File: config.mk
export PLATFORM = sky130hd
export DESIGN_NAME = axis_fifo_pkt
export DESIGN_NICKNAME = d
export VERILOG_FILES = /design/src/rtl/axis_fifo_pkt.sv
export SDC_FILE = /design/constraint.sdc
export NUM_CORES = 1
export LEC_CHECK = 0
export ABC_AREA = 1
export CORE_ASPECT_RATIO = 0.75
export CORE_MARGIN = 1
export CORE_UTILIZATION = 45
export CTS_BUF_LIST = sky130_fd_sc_hd__clkbuf_16
export CTS_CLUSTER_SIZE = 12
export DETAILED_ROUTE_END_ITERATION = 10
export PLACE_DENSITY = 0.63
export SLEW_MARGIN = 20
export SYNTH_ARGS = -nofsm -noshare
export SYNTH_HDL_FRONTEND = slang
export SYNTH_SLANG_ARGS = --single-unit
File: constraint.sdc
create_clock -name aclk -period 3.6 [get_ports aclk]
set_clock_uncertainty 0.1 [all_clocks]
set_input_delay 0.72 -clock aclk [delete_from_list [all_inputs] [get_ports aclk]]
set_output_delay 0.72 -clock aclk [all_outputs]
set_load 0.01 [all_outputs]
File: src/rtl/axis_fifo_pkt.sv
// AXI-Stream synchronous FIFO, first-word fall-through, with tlast transport,
// optional store-and-forward packet mode, occupancy and almost-full/empty flags.
module axis_fifo_pkt #(
    parameter int DATA_WIDTH         = 32,
    parameter int FIFO_DEPTH         = 16,
    parameter int PACKET_MODE        = 0,
    parameter int ALMOST_FULL_LEVEL  = 12,
    parameter int ALMOST_EMPTY_LEVEL = 4,
    localparam int AW                = $clog2(FIFO_DEPTH)
) (
    input  logic                  aclk,
    input  logic                  areset,
    input  logic [DATA_WIDTH-1:0] s_data,
    input  logic                  s_last,
    input  logic                  s_valid,
    output logic                  s_ready,
    output logic [DATA_WIDTH-1:0] m_data,
    output logic                  m_last,
    output logic                  m_valid,
    input  logic                  m_ready,
    output logic [AW:0]           level,
    output logic [AW:0]           pkt_count,
    output logic                  almost_full,
    output logic                  almost_empty
);

    localparam logic [AW:0] DEPTH_L = (AW+1)'(FIFO_DEPTH);
    localparam logic [AW:0] AF_L    = (AW+1)'(ALMOST_FULL_LEVEL);
    localparam logic [AW:0] AE_L    = (AW+1)'(ALMOST_EMPTY_LEVEL);
    localparam logic [AW:0] ONE     = (AW+1)'(1);

    logic [DATA_WIDTH:0] mem [FIFO_DEPTH];
    logic [AW-1:0]       wr_ptr;
    logic [AW-1:0]       rd_ptr;
    logic [DATA_WIDTH:0] head;
    logic                full;
    logic                empty;
    logic                wr;
    logic                rd;
    logic                pkt_inc;
    logic                pkt_dec;

    assign full    = (level == DEPTH_L);
    assign empty   = (level == '0);
    assign s_ready = !full && !areset;
    assign wr      = s_valid && s_ready;
    assign rd      = m_valid && m_ready;

    // Full with no complete packet releases an oversize packet cut-through.
    assign m_valid = (PACKET_MODE != 0)
                   ? (!empty && ((pkt_count != '0) || full))
                   : !empty;

    assign head             = mem[rd_ptr];
    assign {m_last, m_data} = empty ? '0 : head;

    assign pkt_inc = wr && s_last;
    assign pkt_dec = rd && m_last;

    assign almost_full  = (level >= AF_L);
    assign almost_empty = (level <= AE_L);

    always_ff @(posedge aclk) begin
        if (wr)
            mem[wr_ptr] <= {s_last, s_data};
    end

    always_ff @(posedge aclk or posedge areset) begin
        if (areset) begin
            wr_ptr    <= '0;
            rd_ptr    <= '0;
            level     <= '0;
            pkt_count <= '0;
        end else begin
            if (wr)
                wr_ptr <= wr_ptr + AW'(1);
            if (rd)
                rd_ptr <= rd_ptr + AW'(1);
            if (wr && !rd)
                level <= level + ONE;
            else if (rd && !wr)
                level <= level - ONE;
            if (pkt_inc && !pkt_dec)
                pkt_count <= pkt_count + ONE;
            else if (pkt_dec && !pkt_inc)
                pkt_count <= pkt_count - ONE;
        end
    end

endmodule

==> flow_summary.yaml <==
clocking:
  clock_latency_ps: 580
  cts_root_buf: "clkbuf_16"
  cts_buffers: 54
  cts.sinks: 546
  cts_htree_levels: 2
  cts_tree: "yes"
  hold_buffers: 0
  path_clk_slew_ps: 60
  clockBufferDepth: 3
route:
  remaining_drc_errors: 0
  drtIter0Drc: 1299
  vias: 14700
  wl_per_cell_um: 21.5
  first_pass_iters: 5
  ant_nets: 0
  wirelength_mm: 57.8
  via_per_inst: 5.48
die:
  initial_utilization_pct: 45.9
  core_mm2: 0.0490
  die_x_um: 260
  num_rows: 70
  dieArea_mm2: 0.0510
  io_pins: 84
  die_h_um: 196
timing:
  finalSetupViolCount: 0
  fmax_ghz: 0.286
  min_period_over_period_pct: 97.1
  setup_tns_ps: 0
  tightest_slew_ps: 677
  slew_headroom_pct: 54.7
  final_hold_viol_count: 0
  drv_slew: 0
  fin_crit_ps: 3490
min_path:
  hold_path_class: "primary input to async pin"
logic_synthesis:
  ys_seq_area_share_pct: 72.4
  ys.flop_type: "edfxtp_1"
  yosys-top-cells-count: "nand2_1, edfxtp_1, nand3_1, buf_4, a21oi_1"
  synth-edff-count: 528
  synth_warnings: 0
  yosys.area.top_type: "edfxtp_1"
  yosysMostFrequentCell: "nand2_1"
  ys_ff_latch: 546
  avgSynthCellArea_um2: 11.9
  synth_area_leaders: "edfxtp_1, nand2_1, nand3_1"
  syn_nets: 1952
  ys_types: 26
  yosysTopAreaCellShare_pct: 70.4
  async_flop_share_pct: 3.30
  synthCells: 1900
  syn-cell-area_mm2: 0.0225
finish:
  synthToLayoutAreaGrowth_pct: 17.7
  finalNonFillerCells: 2687
  layout-drive-gt1-share_pct: 9.47
  fin_nets: 2067
  diodes: 0
  fin_util_pct: 54.1
  design_area_mm2: 0.0265
critical_path:
  cp-end-kind: "primary output"
  r2r-start: "rd_ptr[0]"
  regToRegEndpoint: "pkt_count[4]"
  path_max_fanout: 16
  worst_r2r_path_depth: 19
  path_class: "flop to primary output"
  reg2reg_slack_ps: 520
  cp.arrival_ps: 2670
  required_ps: 2780
  crit_path_start_kind: "flop"
placement:
  place_hpwl_mm: 29.8
  dpl.cell_count: 2586
  place_congestion: 0.769
  placed_area_mm2: 0.0243
  portBuffers: 83
global_routing:
  gr-usage-all-layers_pct: 22.6
  grt_max_degree: 69
  first_global_vias: 14200
  grt_overflow_total: 0
  antenna_found_initial: 1
  grt_pass1_wl_mm: 86.5
flow_run:
  maxCapViolCount: 0
power_and_ir_drop:
  p_per_area_mw_per_mm2: 810
  ir_drop_mv: 0.492
  total_power_uw: 21500
  p_leak_uw: 0.00999
run_status:
  status: "complete, no violations"
worst max-delay path, stage by stage, from the launching register on:
cell and delay, ps:
dfrtp_4 520, buf_12 200, clkbuf_16 210, nand2_1 60, nand3_1 80, nand3_1 80
nand2_1 70, nand2_1 60, a21oi_2 220, clkdlybuf4s50_1 580
cell families after synthesis:
kind of cell               share of synthesized area (%)
adders and majority gates                          0.899
buffers and inverters                               4.08
xor gates and xnor gates                           0.466
DFF                                                 72.4
AOI/OAI and AO/OA                                   1.03
and+or+nand+nor                                     21.2
state kept, by name, indices dropped and copies added (netlist names):
name,cells
mem,528
pkt_count,5
wr_ptr,4
rd_ptr,4
level,5
timing repair:
item | CTS | global route
setup buffers | 2 | 6
pin swaps | 1 | 1
resized for setup | 34 | 30
setup endpoints to repair | 32 | 26
cloned | 6 | 7
cell usage in the layout, fill, tap and decap left out, types with 16 or more instances in the layout:
| cell | n |
|---|---|
| buf_12 | 19 |
| buf_4 | 47 |
| inv_1 | 39 |
| nand3_1 | 406 |
| edfxtp_1 | 528 |
| dlymetal6s2s_1 | 21 |
| nand2_1 | 707 |
| clkbuf_16 | 62 |
| nor2_4 | 16 |
| a21oi_1 | 21 |
| clkdlybuf4s50_1 | 55 |
through the flow:
step                setup WS, ps  hold slack, ps
detailed placement           393             425
finish                       106             390
CTS                         3.06             380
global placement             413             399
global route               -7.44             435
floorplan                  -39.4             439
area by class of cell:
cell class | instances | area, µm²
Tap cell | 648 | 811
Sequential cell | 546 | 16300
Multi-Input combinational cell | 1207 | 5490
Clock inverter | 25 | 200
Clock buffer | 55 | 1380
Fill cell | 4074 | 22500
Inverter | 33 | 153
Timing Repair Buffer | 173 | 2180
worst max path at each step:
stage                   start          to  cells past startpoint
detailed placement  rd_ptr[0]  m_data[26]                      9
floorplan              areset   mem[0][0]                      5
finish              rd_ptr[0]   m_data[9]                      9
CTS                 rd_ptr[0]   m_data[1]                      9
global route        rd_ptr[0]  m_data[31]                      9
global placement    rd_ptr[0]  m_data[22]                      9
where the power goes:
part	internal, µW	switching, µW	total, µW
Sequential	7380	254	7630
Combinational	3360	5290	8650
Clock	2930	2280	5210
Total	13700	7830	21500
layer usage:
layer	vias up	wire length (µm)	GRT usage, %
met5	-	9	0
li1	6851	-	-
met4	2	1110	5.72
met2	646	26500	35.5
met1	7153	25400	32.5
met3	83	4850	3.93
(Power assumes the default switching activity.)
